--- config.mk ---
export PLATFORM = sky130hd
export DESIGN_NAME = mul_accumulate_seq
export DESIGN_NICKNAME = d
export VERILOG_FILES = /design/src/rtl/mac_pkg.sv /design/src/rtl/array_mul_16bit.sv /design/src/rtl/mul_accumulate_seq.sv
export SDC_FILE = /design/constraint.sdc
export NUM_CORES = 1
export LEC_CHECK = 0
export ABC_CLOCK_PERIOD_IN_PS = 15550
export BUFFER_PORTS_ARGS = -buffer_cell sky130_fd_sc_hd__buf_4
export CAP_MARGIN = 20
export CORE_MARGIN = 1
export CORE_UTILIZATION = 65
export DETAILED_ROUTE_END_ITERATION = 10
export PLACE_DENSITY = 0.86
export SYNTH_ARGS = -nofsm -noshare
export SYNTH_HDL_FRONTEND = slang
export SYNTH_SLANG_ARGS = --single-unit
export TNS_END_PERCENT = 1
--- constraint.sdc ---
create_clock -name clk -period 15.55 [get_ports clk]
set_clock_uncertainty 0.2 [all_clocks]
set_input_delay 1.555 -clock clk [delete_from_list [all_inputs] [get_ports clk]]
set_output_delay 1.555 -clock clk [all_outputs]
set_load 0.01 [all_outputs]
--- src/rtl/mac_pkg.sv ---
// Shared types and constants for the multiply-accumulate stage.
package mac_pkg;

   localparam int OP_W   = 8;    // operand width
   localparam int PROD_W = 16;   // full unsigned product width
   localparam int CNT_W  = 8;    // element counter width, enough for VEC_LEN up to 255

   localparam int VEC_LEN_MIN = 1;
   localparam int VEC_LEN_MAX = 255;
   localparam int ACC_W_MIN   = 16;
   localparam int ACC_W_MAX   = 32;
   localparam int SETTLE_MIN  = 1;

   typedef enum logic [1:0] {
      WAIT_OP = 2'd0,
      SETTLE  = 2'd1,
      ACCUM   = 2'd2,
      OUTPUT  = 2'd3
   } mac_state_t;

   // True when a parameter set lies inside the supported ranges.
   function automatic bit params_ok(input int vec_len, input int acc_w, input int settle);
      return (vec_len >= VEC_LEN_MIN) && (vec_len <= VEC_LEN_MAX) &&
             (acc_w   >= ACC_W_MIN)   && (acc_w   <= ACC_W_MAX)   &&
             (settle  >= SETTLE_MIN);
   endfunction

endpackage

--- src/rtl/array_mul_16bit.sv ---
// Combinational 8x8 unsigned array multiplier. Each row ANDs the multiplicand
// with one multiplier bit and adds it to the shifted partial sum of the row
// above through a ripple of full adders; the low bit of every row retires one
// product bit.
module array_mul_16bit
   import mac_pkg::*;
(
   input  logic [OP_W-1:0]   a,
   input  logic [OP_W-1:0]   b,
   output logic [PROD_W-1:0] mul
);

   // Row-by-row carry-propagate array, unrolled by the loops.
   always_comb begin
      logic [OP_W-1:0] row_s;
      logic [OP_W-1:0] addend;
      logic [OP_W-1:0] pp;
      logic            carry;
      logic            row_co;
      mul    = '0;
      pp     = '0;
      addend = '0;
      carry  = 1'b0;
      row_s  = a & {OP_W{b[0]}};
      row_co = 1'b0;
      mul[0] = row_s[0];
      for (int i = 1; i < OP_W; i++) begin
         pp     = a & {OP_W{b[i]}};
         // previous row shifted down one bit, its carry-out entering at the top
         addend = {row_co, row_s[OP_W-1:1]};
         carry  = 1'b0;
         for (int j = 0; j < OP_W; j++) begin
            row_s[j] = addend[j] ^ pp[j] ^ carry;
            carry    = (addend[j] & pp[j]) | (carry & (addend[j] ^ pp[j]));
         end
         row_co = carry;
         mul[i] = row_s[0];
      end
      mul[PROD_W-1:OP_W] = {row_co, row_s[OP_W-1:1]};
   end

endmodule

--- src/rtl/mul_accumulate_seq.sv ---
// Sequential multiply-accumulate stage: takes operand pairs over valid/ready,
// holds them on the array multiplier for a settle period, accumulates the
// products over VEC_LEN pairs and hands the dot product downstream.
module mul_accumulate_seq
   import mac_pkg::*;
#(
   parameter int VEC_LEN       = 4,
   parameter int ACC_W         = 20,
   parameter int SETTLE_CYCLES = 2
)(
   input  logic             clk,
   input  logic             rst,
   input  logic             in_valid,
   output logic             in_ready,
   input  logic [OP_W-1:0]  in_a,
   input  logic [OP_W-1:0]  in_b,
   output logic             out_valid,
   input  logic             out_ready,
   output logic [ACC_W-1:0] out_sum,
   output logic             out_ovf,
   output logic             busy
);

   localparam int SET_W = (SETTLE_CYCLES > 1) ? $clog2(SETTLE_CYCLES) : 1;
   localparam logic [SET_W-1:0] SETTLE_INIT = SET_W'(SETTLE_CYCLES - 1);
   localparam logic [CNT_W-1:0] LAST_ELEM   = CNT_W'(VEC_LEN - 1);

   if (!params_ok(VEC_LEN, ACC_W, SETTLE_CYCLES)) begin : g_param_chk
      $error("mul_accumulate_seq: VEC_LEN, ACC_W or SETTLE_CYCLES out of range");
   end

   mac_state_t        state;
   logic [OP_W-1:0]   op_a;
   logic [OP_W-1:0]   op_b;
   logic [PROD_W-1:0] product;
   logic [PROD_W-1:0] prod_r;
   logic [ACC_W-1:0]  acc;
   logic              ovf;
   logic [CNT_W-1:0]  elem_cnt;
   logic [SET_W-1:0]  settle_cnt;
   logic [ACC_W:0]    acc_sum;

   // Operands are held in op_a/op_b for the whole settle window.
   array_mul_16bit u_mul (
      .a   (op_a),
      .b   (op_b),
      .mul (product)
   );

   // One extra bit captures the carry out of the accumulator.
   assign acc_sum = {1'b0, acc} + (ACC_W+1)'(prod_r);

   assign out_sum = acc;
   assign out_ovf = ovf;

   // Control FSM with registered handshake and busy outputs.
   always_ff @(posedge clk) begin
      if (rst) begin
         state      <= WAIT_OP;
         op_a       <= '0;
         op_b       <= '0;
         prod_r     <= '0;
         acc        <= '0;
         ovf        <= 1'b0;
         elem_cnt   <= '0;
         settle_cnt <= '0;
         in_ready   <= 1'b1;
         out_valid  <= 1'b0;
         busy       <= 1'b0;
      end else begin
         case (state)
            WAIT_OP: begin
               if (in_valid) begin
                  op_a       <= in_a;
                  op_b       <= in_b;
                  settle_cnt <= SETTLE_INIT;
                  in_ready   <= 1'b0;
                  busy       <= 1'b1;
                  state      <= SETTLE;
               end
            end
            SETTLE: begin
               if (settle_cnt == '0) begin
                  prod_r <= product;
                  state  <= ACCUM;
               end else begin
                  settle_cnt <= settle_cnt - 1'b1;
               end
            end
            ACCUM: begin
               acc <= acc_sum[ACC_W-1:0];
               ovf <= ovf | acc_sum[ACC_W];
               if (elem_cnt == LAST_ELEM) begin
                  elem_cnt  <= '0;
                  out_valid <= 1'b1;
                  state     <= OUTPUT;
               end else begin
                  // mid-vector: back to waiting, still busy
                  elem_cnt <= elem_cnt + 1'b1;
                  in_ready <= 1'b1;
                  state    <= WAIT_OP;
               end
            end
            OUTPUT: begin
               if (out_ready) begin
                  acc       <= '0;
                  ovf       <= 1'b0;
                  out_valid <= 1'b0;
                  in_ready  <= 1'b1;
                  busy      <= 1'b0;
                  state     <= WAIT_OP;
               end
            end
            default: state <= WAIT_OP;
         endcase
      end
   end

endmodule

# After elaboration in Yosys (flattened, before gate mapping)
# Index checks and enable logic that the tools add are counted.
[totals] word_cells=322 regBits=67 out_inout_bits=24 in_bits=20
[op_classes] n_reduce_logical=13 n_eq_ne=9 add_sub_neg=3 mux=20 n_bitwise=266
[op_table] cell="bitwise AND 1 bit" n=104
[op_table] cell="bitwise XOR 1 bit" n=104
[op_table] cell="bitwise AND 8 bit" n=8
[op_table] cell="OR 1 bit" n=49
[op_table] cell="case mux 20 bit (2 select lines)" n=1
[op_table] cell="adder 20 x 16 -> 21 bit" n=1
[op_table] cell="two-way mux 20 bit" n=1
[op_table] cell="!= test 2 bit, second input constant" n=5
[op_table] cell="AND reduction 3 bit" n=3
[op_table] cell="adder 8 x 1 -> 8 bit, second input constant" n=1
[op_table] cell="== test 8 x 2 -> 1 bit, second input constant" n=1
[op_table] cell="two-way mux 2 bit" n=4
[op_table] cell="two-way mux 8 bit" n=1
[op_table] cell="case mux 1 bit (2 select lines)" n=4
[op_table] cell="case mux 2 bit (4 select lines)" n=1
[op_table] cell="AND reduction 2 bit" n=4
[op_table] cell="two-way mux 1 bit" n=7
[op_table] cell="nonzero test 2 bit" n=3
[op_table] cell="== test 2 bit, second input constant" n=2
[op_table] cell="AND reduction 4 bit" n=1
[op_table] cell="case mux 1 bit (3 select lines)" n=1
[op_table] cell="nonzero test 3 bit" n=1
[op_table] cell="== test 2 x 1 -> 1 bit, second input constant" n=1
[op_table] cell="logical NOT 2 bit" n=1
[op_table] cell="2 further kinds" n=2

# Depth between registers and ports, before layout
# Gate-level depths: netlist of run 1.
[logic_depth] depth_word=40 depth_mapped=28 mapped_depth_nobuf=27

# Modules after synthesis
# Synthesis of run 1 repeated with hierarchy kept, for this count alone.
[unflattened] hier_cells=549 hier_area_um2=4748.3
[by_module_without_submodules] mod="mul_accumulate_seq" area_each_um2=3234.4 n_inst=1 cells_per_inst=405
[by_module_without_submodules] mod="array_mul_16bit" area_each_um2=1514.0 n_inst=1 cells_per_inst=144

# Worst setup path before layout of run 1
# OpenSTA, ideal clock, no wires.
[synth_timing] kind="register -> register" from="reg op_b[0]" to="reg prod_r[14]" t_required_ns=15.264 path_stages_with_launch=27 setup_slack_ns=6.268 arrival_time_ns=8.997 period_less_slack_ns=9.282 cell_sequence="dfxtp_1 clkbuf_1 and2_1 ha_1 fa_1 inv_1 fa_1 inv_1 fa_1 fa_1 fa_1 fa_1 fa_1 fa_1 fa_1 fa_1 fa_1 fa_1 fa_1 fa_1 fa_1 fa_1 fa_1 inv_1 fa_1 fa_1 a211oi_1"
[synth_between] elab_chain_len=39 elab_cells_between_ends=241 classes_between="bitwise (241)"
[synth_lines] element="start, declared" line="mul_accumulate_seq.sv:34" text="logic [OP_W-1:0] op_b;"
[synth_lines] element="start signal, assigned" line="mul_accumulate_seq.sv:75" text="op_b <= in_b;"
[synth_lines] element="bitwise AND 8 bit *" line="array_mul_16bit.sv:24" text="row_s = a & {OP_W{b[0]}};"
[synth_lines] element="bitwise AND 1 bit or bitwise XOR 1 bit (tied branches)" line="array_mul_16bit.sv:34, array_mul_16bit.sv:33"
[synth_lines] element="bitwise AND 1 bit" line="array_mul_16bit.sv:34" text="carry = (addend[j] & pp[j]) | (carry & (addend[j] ^ pp[j]));"
[synth_lines] element="OR 1 bit" line="array_mul_16bit.sv:34"
[synth_lines] element="bitwise AND 1 bit or bitwise XOR 1 bit (tied branches)" line="array_mul_16bit.sv:34, array_mul_16bit.sv:33"
[synth_lines] element="OR 1 bit or bitwise XOR 1 bit (tied branches)" line="array_mul_16bit.sv:34, array_mul_16bit.sv:33"
[synth_lines] element="bitwise AND 1 bit or bitwise XOR 1 bit (tied branches)" line="array_mul_16bit.sv:34, array_mul_16bit.sv:33"
[synth_lines] element="OR 1 bit or bitwise XOR 1 bit (tied branches)" line="array_mul_16bit.sv:34, array_mul_16bit.sv:33"
[synth_lines] element="(+23 left out)"
[synth_lines] element="OR 1 bit (tied with other cells)" line="array_mul_16bit.sv:34"
[synth_lines] element="bitwise AND 1 bit or bitwise XOR 1 bit (tied branches)" line="array_mul_16bit.sv:34, array_mul_16bit.sv:33"
[synth_lines] element="OR 1 bit or bitwise XOR 1 bit (tied branches)" line="array_mul_16bit.sv:34"
[synth_lines] element="bitwise AND 1 bit or bitwise XOR 1 bit (tied branches)" line="array_mul_16bit.sv:34, array_mul_16bit.sv:33"
[synth_lines] element="OR 1 bit or bitwise XOR 1 bit (tied branches)" line="array_mul_16bit.sv:34"
[synth_lines] element="bitwise AND 1 bit" line="array_mul_16bit.sv:34"
[synth_lines] element="OR 1 bit" line="array_mul_16bit.sv:34"
[synth_lines] element="bitwise XOR 1 bit *" line="array_mul_16bit.sv:33" text="row_s[j] = addend[j] ^ pp[j] ^ carry;"
[synth_lines] element="end signal, assigned" line="mul_accumulate_seq.sv:84" text="prod_r <= product;"
[synth_lines] element="end, declared" line="mul_accumulate_seq.sv:36" text="logic [PROD_W-1:0] prod_r;"
# Every way passes the cells marked *; elsewhere a longest branch is shown, timed or not.
# A chain may end at the register's enable or synchronous reset.

# Worst setup path in the final report of run 1
# Same ends and word-level chain as after synthesis.

==> run_results.csv, run 1 <==
group,metric,value,unit
clock_network,cts.path.max_buffers,2,
logic_synthesis,yosys.area.top_type,"dfxtp_1",
worst_setup_path,cpMaxStageDelayCell,"fa_1",
cells_and_area,regArea,0.001341,mm²
route,wl_per_cell,14.11,µm
worst_setup_path,critPathCaptureType,"register",
place,io_buffers,43,
route,firstDrtPassIters,5,
route,drt_wl_total,9.721,mm
clock_network,postCtsHoldBufs,0,
worst_setup_path,worstSetupPathType,"register to register",
grt,grt_max_degree,54,
floorplan,dieWidth,88.69,µm
sta,holdWs,256.2,ps
cells_and_area,syn2layout_area_growth,11.12,%
outcome,status,"finished, final reports clean",
logic_synthesis,async_reset_ff_share,0,%
route,viasPerCell,5.724,
floorplan,core,0.007253,mm²
logic_synthesis,syn_area,0.004885,mm²
worst_setup_path,start_kind,"register",
sta,hold_viol_final,0,
sta,rsz0062_at_grt,"false",
cells_and_area,utilization,74.83,%
worst_setup_path,max_stage_delay,520,ps
clock_network,cts_sinks,67,
grt,grt_pass1_wl,16.18,mm
logic_synthesis,ys.warnings.count,0,
floorplan,row_count,31,
worst_setup_path,r2r_slack,5830,ps
sta,drv_slew,0,
cells_and_area,multi_input_area,0.003327,mm²
floorplan,ios,44,
logic_synthesis,synth.area.top_cells,"dfxtp_1 27%, fa_1 20%, nand2_1 6.8%, ha_1 6.4%, and2_1 6.3%",
clock_network,cts_tree,"done",
clock_network,post_cts_buffers,0,
worst_setup_path,critPathMaxFanout,9,
logic_synthesis,synth_edf_count,0,
clock_network,root_buffer,"clkbuf_8",
sta,fin_crit_sh,62.51,%
floorplan,start_util,67.35,%
sta,tns,0,ps
logic_synthesis,synth_seq_cells,67,
grt,overflow,0,
cells_and_area,num-fill-cells,516,
place,hpwl,7.486,mm
route,drtIter0Drc,161,
logic_synthesis,synth_top_area_share,27.46,%
route,ant_nets,0,
floorplan,dieArea,0.007866,mm²
clock_network,path_clk_slew,80,ps
worst_setup_path,critPathRequiredTime,15610,ps
logic_synthesis,ys_seq_area_share,27.46,%
worst_hold_path,hold_path_class,"register to register",
clock_network,htree_levels,3,
power_and_ir_drop,vdd_drop_max,83.97,µV
cells_and_area,n_antenna_cell,0,
grt,grt_usage,26.89,%
logic_synthesis,netlist_top_cells_count,"89 x nand2_1, 67 x dfxtp_1, 49 x and2_1, 49 x fa_1, 47 x a21oi_1",
logic_synthesis,synth_most_common_cell,"nand2_1",
place,gp_congestion,0.9490,
cells_and_area,layout.nets,679,
logic_synthesis,syn_area_per_cell,8.833,µm²
power_and_ir_drop,power_density,77.27,mW/mm²
clock_network,numCtsBuffers,9,
run,drv_cap,0,
route,drc,0,
floorplan,fp.dieH,88.69,µm
grt,grt_pass1_vias,3786,
sta,worst_pin_slew,759.6,ps
worst_setup_path,arrival,9780,ps
sta,fmax,0.1029,GHz
sta,period_minus_slack,9720,ps
clock_network,insertion_delay,350,ps
sta,max_slew_margin,49.26,%
logic_synthesis,yosysUniqueCellTypes,54,
route,vias,3944,
worst_setup_path,crit_top_cell,"fa_1",
clock_network,post_cts_resized,0,
grt,antenna_found_initial,0,
power_and_ir_drop,leakagePower,2.324,nW
cells_and_area,drive_above_1_share,13.05,%
sta,finalSetupViolCount,0,
logic_synthesis,syn_nets,647,
logic_synthesis,yosys_most_used_dff,"dfxtp_1",
logic_synthesis,postSynthCellCount,553,
==> registers in the layout (all words and copies together), names as in the netlist, 2 cells and up <==
register	count
out_sum	20
prod_r	16
elem_cnt	8
op_a	8
op_b	8
state	2
==> path summary, 6_finish.rpt <==
check | startpoint | endpoint | cells past startpoint
setup / recovery | op_b[0] | prod_r[14] | 25
hold / removal | prod_r[0] | prod_r[0] | 2
setup reg to reg | op_b[0] | prod_r[14] | 25
hold reg to reg | prod_r[0] | prod_r[0] | 2
==> kinds of logic (layout without fill, tap and decap cells) <==
group                    count (synthesis)  after routing  synth area share [%]
multiplexers                             1              1                0.2049
XOR/XNOR                                15             15                 2.690
flip-flops                              67             67                 27.46
AND/OR/NAND/NOR                        228            228                 22.75
AO/OA/AOI/OAI                          119            119                 15.88
buffers and inverters                   49             86                 4.534
adder cells (fa/ha/maj)                 74             74                 26.49
==> per-stage QoR <==
stage               total power (W)  std cells  setup WS, ps  instance area, µm²
global route              0.0004412        689          5454                5428
global placement          0.0002701        673          6142                5228
floorplan                 0.0002529        553          6268                4885
CTS                       0.0004206        689          5764                5428
detailed placement        0.0002736        673          5831                5228
finish                    0.0004194        689          5830                5428
==> where the power goes <==
part	leakage, nW	switching (W)	internal, W
Clock	0.0962	0.0000738	0.0000751
Combinational	1.68	0.0000450	0.0000293
Sequential	0.545	0.0000142	0.000182
Total	2.32	0.000133	0.000286
==> layout by cell type, fill, tap and decap left out, drive strengths merged, types with 9 or more instances in the layout <==
| cell | netlist | layout |
|---|---|---|
| a21oi | 48 | 48 |
| ha | 25 | 25 |
| inv | 24 | 26 |
| and2 | 49 | 49 |
| o21ai | 23 | 23 |
| a211oi | 11 | 11 |
| nor2 | 38 | 38 |
| dfxtp | 67 | 67 |
| clkbuf | 16 | 9 |
| buf | 8 | 46 |
| nand2 | 89 | 89 |
| fa | 49 | 49 |
| nand3 | 12 | 12 |
==> cell type report <==
cell class	instances	share of cell area [%]
inverter	24	1.660
sequential	67	24.71
clock inverter	7	1.406
multi-input combinational	437	61.30
timing repair buffer	46	6.362
clock buffer	9	2.282
tap	99	2.282
==> layer usage <==
metal | vias up | GRT usage (%) | wire [µm]
li1 | 1942 | - | -
met1 | 1871 | 32.83 | 4153
met2 | 115 | 46.64 | 4893
met3 | 16 | 5.784 | 527
met4 | 0 | 10.26 | 146
met5 | - | 0 | 0
==> critical path, delay by kind of cell, from the launching register on <==
kind | cells | cell delay, ps
AND/OR/NAND/NOR | 1 | 190
buffers and inverters | 3 | 150
adder cells (fa/ha/maj) | 20 | 8320
AO/OA/AOI/OAI | 1 | 240
flip-flops | 1 | 510
Note: power is estimated with default switching activity, not from simulation.
==> run 2: changes to the inputs <==
- ABC_CLOCK_PERIOD_IN_PS: 15550 -> 8170
- CORE_UTILIZATION: 65 -> 55
- PLACE_DENSITY: 0.86 -> 0.78
- clock period: 15.55 -> 8.17 ns (I/O delays scaled with it)
==> run 2 against run 1 <==
The flow now finishes with violations (negative setup slack); sequential power rose by 88%; cell count rose by 3.0%; register-to-register slack got worse by 6700 ps; highest routed layer unchanged.
==> run_results.csv, run 2 (synthesis results as in run 1) <==
group,metric,value,unit
worst_setup_path,start_kind,"register",
cells_and_area,layout.nets,691,
cells_and_area,n_antenna_cell,0,
clock_network,cts_sinks,67,
grt,grt_pass1_vias,3902,
floorplan,dieWidth,96.24,µm
worst_setup_path,critPathRequiredTime,8240,ps
worst_setup_path,arrival,9160,ps
floorplan,fp.dieH,96.24,µm
power_and_ir_drop,clkPwrFrac,35.9,%
grt,grt_pass1_wl,17.62,mm
worst_setup_path,worstSetupPathType,"register to register",
clock_network,numCtsBuffers,9,
cells_and_area,design_area,0.005628,mm²
outcome,violations,"negative setup slack",
cells_and_area,utilization,64.85,%
route,wl_per_cell,15.11,µm
run,drv_cap,0,
cells_and_area,syn2layout_area_growth,15.22,%
cells_and_area,largest_register_ff_count,20,
grt,grt_usage,25.30,%
place,gp_congestion,0.9044,
floorplan,start_util,56.29,%
clock_network,postCtsHoldBufs,0,
cells_and_area,final_cell_mix,"89 x nand2_1, 64 x dfxtp_1, 58 x buf_4",
worst_setup_path,worst-path-buf-inv,3,
power_and_ir_drop,swShare,31.99,%
worst_setup_path,crit_top_cell,"fa_2",
cells_and_area,layout_commonest_cell,"nand2_1",
place,hpwl,7.905,mm
sta,finalSetupViolCount,4,
sta,max_slew_margin,45.02,%
sta,period_minus_slack,9084,ps
sta,fin_ws,-914.2,ps
sta,rsz0062_at_grt,"true",
power_and_ir_drop,pwr-share-seq,44.8,%
clock_network,insertion_delay,360,ps
worst_hold_path,hold_path_class,"register to register",
worst_setup_path,critPathMaxFanout,4,
place,placed_area,0.005389,mm²
place,dp.cells,693,
sta,fin_crit_sh,111.2,%
floorplan,dieArea,0.009262,mm²
cells_and_area,fin_cells,710,
route,ant_nets,0,
route,viasPerCell,5.661,
clock_network,cts_tree,"done",
route,drtIter0Drc,158,
place,io_buffers,43,
grt,grt_max_degree,54,
outcome,status,"complete, but fails checks",
floorplan,ios,44,
clock_network,cts.path.max_buffers,2,
worst_setup_path,cpMaxStageDelayCell,"fa_2",
power_and_ir_drop,p_sw,0.0002629,W
power_and_ir_drop,power_density,146.1,mW/mm²
power_and_ir_drop,intPower,0.0005591,W
route,firstDrtPassIters,5,
worst_setup_path,crit_family,"adder cells",
worst_setup_path,critPathCaptureType,"register",
sta,worst_pin_slew,823.1,ps
power_and_ir_drop,combPwrFrac,19.3,%
cells_and_area,drive_above_1_share,21.76,%
worst_setup_path,max_stage_delay,580,ps
grt,overflow,0,
sta,holdWs,261.8,ps
clock_network,htree_levels,3,
clock_network,path_clk_slew,80,ps
sta,drv_slew,0,
sta,hold_viol_final,0,
route,vias,4019,
floorplan,core,0.008678,mm²
sta,fmax,0.1101,GHz
grt,antenna_found_initial,0,
route,drt_wl_total,10.73,mm
power_and_ir_drop,leakagePower,2.318,nW
power_and_ir_drop,vdd_drop_max,79.05,µV
cells_and_area,num-fill-cells,723,
floorplan,row_count,34,
clock_network,root_buffer,"clkbuf_8",
route,drc,0,
run 2: cell count changes in the layout (fill, tap and decap cells not counted), moves of 3 or more:
cell	delta
fa_1	-36
fa_2	+36
buf_4	+12
dfxtp_1	-3
dfxtp_2	+3
run 2: area by class of cell:
class	instances	area [µm²]	area share, %
multi-input combinational	437	3420	60.76
sequential	67	1345	23.90
timing repair buffer	58	435.4	7.737
clock buffer	10	137.6	2.446
tap	108	135.1	2.401
inverter	24	90.09	1.601
clock inverter	6	65.06	1.156
run 2: routing by layer:
layer | wire length, µm | up-vias | share of wire, % | GRT usage, %
met5 | 0 | - | 0 | 0
met4 | 213 | 0 | 2.0 | 8.955
met3 | 378 | 18 | 3.5 | 4.423
met2 | 5429 | 92 | 51 | 46.16
met1 | 4704 | 1945 | 44 | 29.59
li1 | - | 1964 | - | -
run 2: timing repair:
| item | in CTS | in global routing |
|---|---|---|
| pin swaps | 11 | 1 |
| buffers inserted | 1 | 0 |
| resized for setup | 11 | 3 |
| endpoints found under the setup margin | 5 | 5 |
run 2: final timing paths:
path | start | endpoint | slack [ps] | cells past startpoint
worst min register to register | prod_r[7] | prod_r[7] | 260 | 2
worst max register to register | op_b[1] | prod_r[14] | -910 | 25
worst max-delay path | op_b[1] | prod_r[14] | -910 | 25
worst min-delay path | prod_r[7] | prod_r[7] | 260 | 2
run 2: tightest hold or removal path: stages (launching register included):
cell	delay, ps
dfxtp_1	320
nand2_1	50
a21oi_1	50
run 2: power by group through the flow:
| stage | Combinational, W | Clock, W | Sequential [W] |
|---|---|---|---|
| floorplan | 0.000114 | 0 | 0.000369 |
| global placement | 0.000152 | 0 | 0.000374 |
| detailed placement | 0.000155 | 0 | 0.000375 |
| CTS | 0.000159 | 0.000295 | 0.000368 |
| global route | 0.000180 | 0.000310 | 0.000371 |
| finish | 0.000159 | 0.000295 | 0.000368 |
run 2: per-stage QoR:
step	power [W]	setup TNS, ps	setup slack (ps)
floorplan	0.0004835	-2686	-938.0
global placement	0.0005255	-2794	-954.0
detailed placement	0.0005307	-3341	-1108
CTS	0.0008218	-2677	-936.6
global route	0.0008612	-3753	-1177
finish	0.0008220	-2588	-914.2
==> run 3: changes to the inputs <==
- ABC_CLOCK_PERIOD_IN_PS: 8170 -> 9550
- CORE_UTILIZATION: 55 -> 61
- PLACE_DENSITY: 0.78 -> 0.81
- SKIP_CTS_REPAIR_TIMING: default -> 1
- clock period: 8.17 -> 9.55 ns (I/O delays scaled with it)
==> run 3 against run 2 <==
The flow now finishes without violations; register-to-register slack gained 1200 ps; maximum frequency shrank 2.4%; power shrank 17%; via count shrank 1.9%; first-iteration DRC count shrank 3.8%; critical path type unchanged; critical endpoint unchanged.
==> run_results.csv, run 3 (synthesis results as in run 1) <==
group,metric,value,unit
grt,antenna_found_initial,0,
route,viasPerCell,5.659,
worst_hold_path,hold_path_class,"register to register",
floorplan,dieArea,0.008370,mm²
run,drv_cap,0,
sta,drv_slew,0,
grt,overflow,0,
power_and_ir_drop,leakagePower,2.301,nW
worst_setup_path,crit_family,"adder cells",
place,hpwl,7.737,mm
worst_setup_path,crit_top_cell,"fa_1",
route,wl_per_cell,14.56,µm
sta,fin_crit_sh,97.44,%
grt,grt_usage,25.86,%
worst_setup_path,critPathRequiredTime,9620,ps
cells_and_area,design_area,0.005528,mm²
route,firstDrtPassIters,4,
clock_network,path_clk_slew,80,ps
power_and_ir_drop,p_sw,0.0002173,W
worst_setup_path,cpMaxStageDelayCell,"fa_2",
cells_and_area,syn2layout_area_growth,13.17,%
worst_setup_path,arrival,9380,ps
cells_and_area,layout_commonest_cell,"nand2_1",
power_and_ir_drop,p_total,0.0006864,W
route,drc,0,
route,vias,3944,
sta,max_slew_margin,45.89,%
sta,period_minus_slack,9305,ps
clock_network,cts_tree,"done",
worst_setup_path,start_kind,"register",
sta,finalSetupViolCount,0,
clock_network,root_buffer,"clkbuf_8",
clock_network,numCtsBuffers,9,
cells_and_area,layout.nets,684,
floorplan,core,0.007727,mm²
floorplan,ios,44,
outcome,status,"finished, final reports clean",
place,gp_congestion,0.9057,
worst_setup_path,max_stage_delay,590,ps
power_and_ir_drop,combPwrFrac,18.6,%
power_and_ir_drop,clkPwrFrac,35.1,%
sta,holdWs,266.8,ps
worst_setup_path,worstSetupPathType,"register to register",
route,drt_wl_total,10.15,mm
cells_and_area,n_antenna_cell,0,
power_and_ir_drop,swShare,31.66,%
place,io_buffers,43,
sta,hold_viol_final,0,
worst_setup_path,critPathMaxFanout,4,
clock_network,insertion_delay,360,ps
cells_and_area,largest_register_ff_count,20,
power_and_ir_drop,power_density,124.2,mW/mm²
floorplan,dieWidth,91.49,µm
power_and_ir_drop,pwr-share-seq,46.4,%
route,ant_nets,0,
floorplan,start_util,63.21,%
grt,grt_max_degree,54,
grt,grt_pass1_vias,3895,
cells_and_area,final_cell_mix,"89 x nand2_1, 64 x dfxtp_1, 51 x buf_4",
grt,grt_pass1_wl,17.35,mm
worst_setup_path,worst-path-buf-inv,3,
clock_network,cts.path.max_buffers,2,
sta,fmax,0.1075,GHz
power_and_ir_drop,vdd_drop_max,126.3,µV
sta,worst_pin_slew,810.0,ps
worst_setup_path,critPathCaptureType,"register",
clock_network,htree_levels,3,
cells_and_area,drive_above_1_share,18.15,%
clock_network,cts_sinks,67,
power_and_ir_drop,intPower,0.0004691,W
place,placed_area,0.005269,mm²
floorplan,fp.dieH,91.49,µm
route,drtIter0Drc,152,
floorplan,row_count,32,
run 3: cell count changes in the layout (fill, tap and decap cells not counted), sizes merged:
cell      previous run  this run
clkinv               4         3
clkbuf              10         9
clkinvlp             1         2
inv                 24        25
buf                 58        51
run 3: through the flow:
| step | TNS (ps) | worst slack [ps] | std cells | utilization, % |
|---|---|---|---|---|
| floorplan | 0 | 267.6 | 553 | - |
| global placement | 0 | 237.6 | 681 | 68.18 |
| detailed placement | -5.409 | -5.409 | 681 | 68.18 |
| CTS | -12.84 | -12.84 | 697 | 70.77 |
| global route | -74.44 | -46.10 | 697 | 71.54 |
| finish | 0 | 244.7 | 697 | 71.54 |
run 3: worst register-to-register path, cell delays in order, from the launching register on:
cell and delay, ps:
dfxtp_2 390, and2_1 150, ha_1 170, fa_1 170, inv_1 50, fa_1 470, inv_1 60, fa_1 450
fa_2 350, fa_2 350, fa_1 530, fa_2 590, fa_2 450, fa_1 470, fa_2 450, fa_1 440
fa_1 390, fa_2 520, inv_1 50, fa_1 440, fa_1 390, fa_1 390, fa_2 350, fa_2 340
fa_1 430, a211oi_1 200
run 3: worst paths after layout:
path | slack (ps) | start | cells past startpoint | to
max | 240 | op_b[0] | 25 | prod_r[14]
min reg2reg | 270 | prod_r[0] | 2 | prod_r[0]
min | 270 | prod_r[0] | 2 | prod_r[0]
max reg2reg | 240 | op_b[0] | 25 | prod_r[14]
run 3: area by class of cell:
type | count | area (µm²)
Multi-Input combinational cell | 437 | 3382
Fill cell | 604 | 2200
Sequential cell | 67 | 1345
Timing Repair Buffer | 51 | 382.9
Tap cell | 102 | 127.6
Clock buffer | 9 | 123.9
Inverter | 24 | 90.09
Clock inverter | 7 | 76.32
run 3: metal layers:
layer / share of wire (%) / global-route usage [%]
met1: 45 / 32.56
met2: 50 / 44.92
met3: 3.4 / 3.266
met4: 1.6 / 10.19
met5: 0 / 0
run 3: power groups by stage:
| stage | sequential, W | clock (W) | combinational [W] |
|---|---|---|---|
| 2_1_floorplan | 0.000316 | 0 | 0.0000962 |
| 3_5_place_dp | 0.000323 | 0 | 0.000125 |
| 6_report | 0.000318 | 0.000241 | 0.000127 |
| 5_1_grt | 0.000321 | 0.000257 | 0.000144 |
| 4_1_cts | 0.000317 | 0.000244 | 0.000126 |
| 3_3_place_gp | 0.000323 | 0 | 0.000121 |
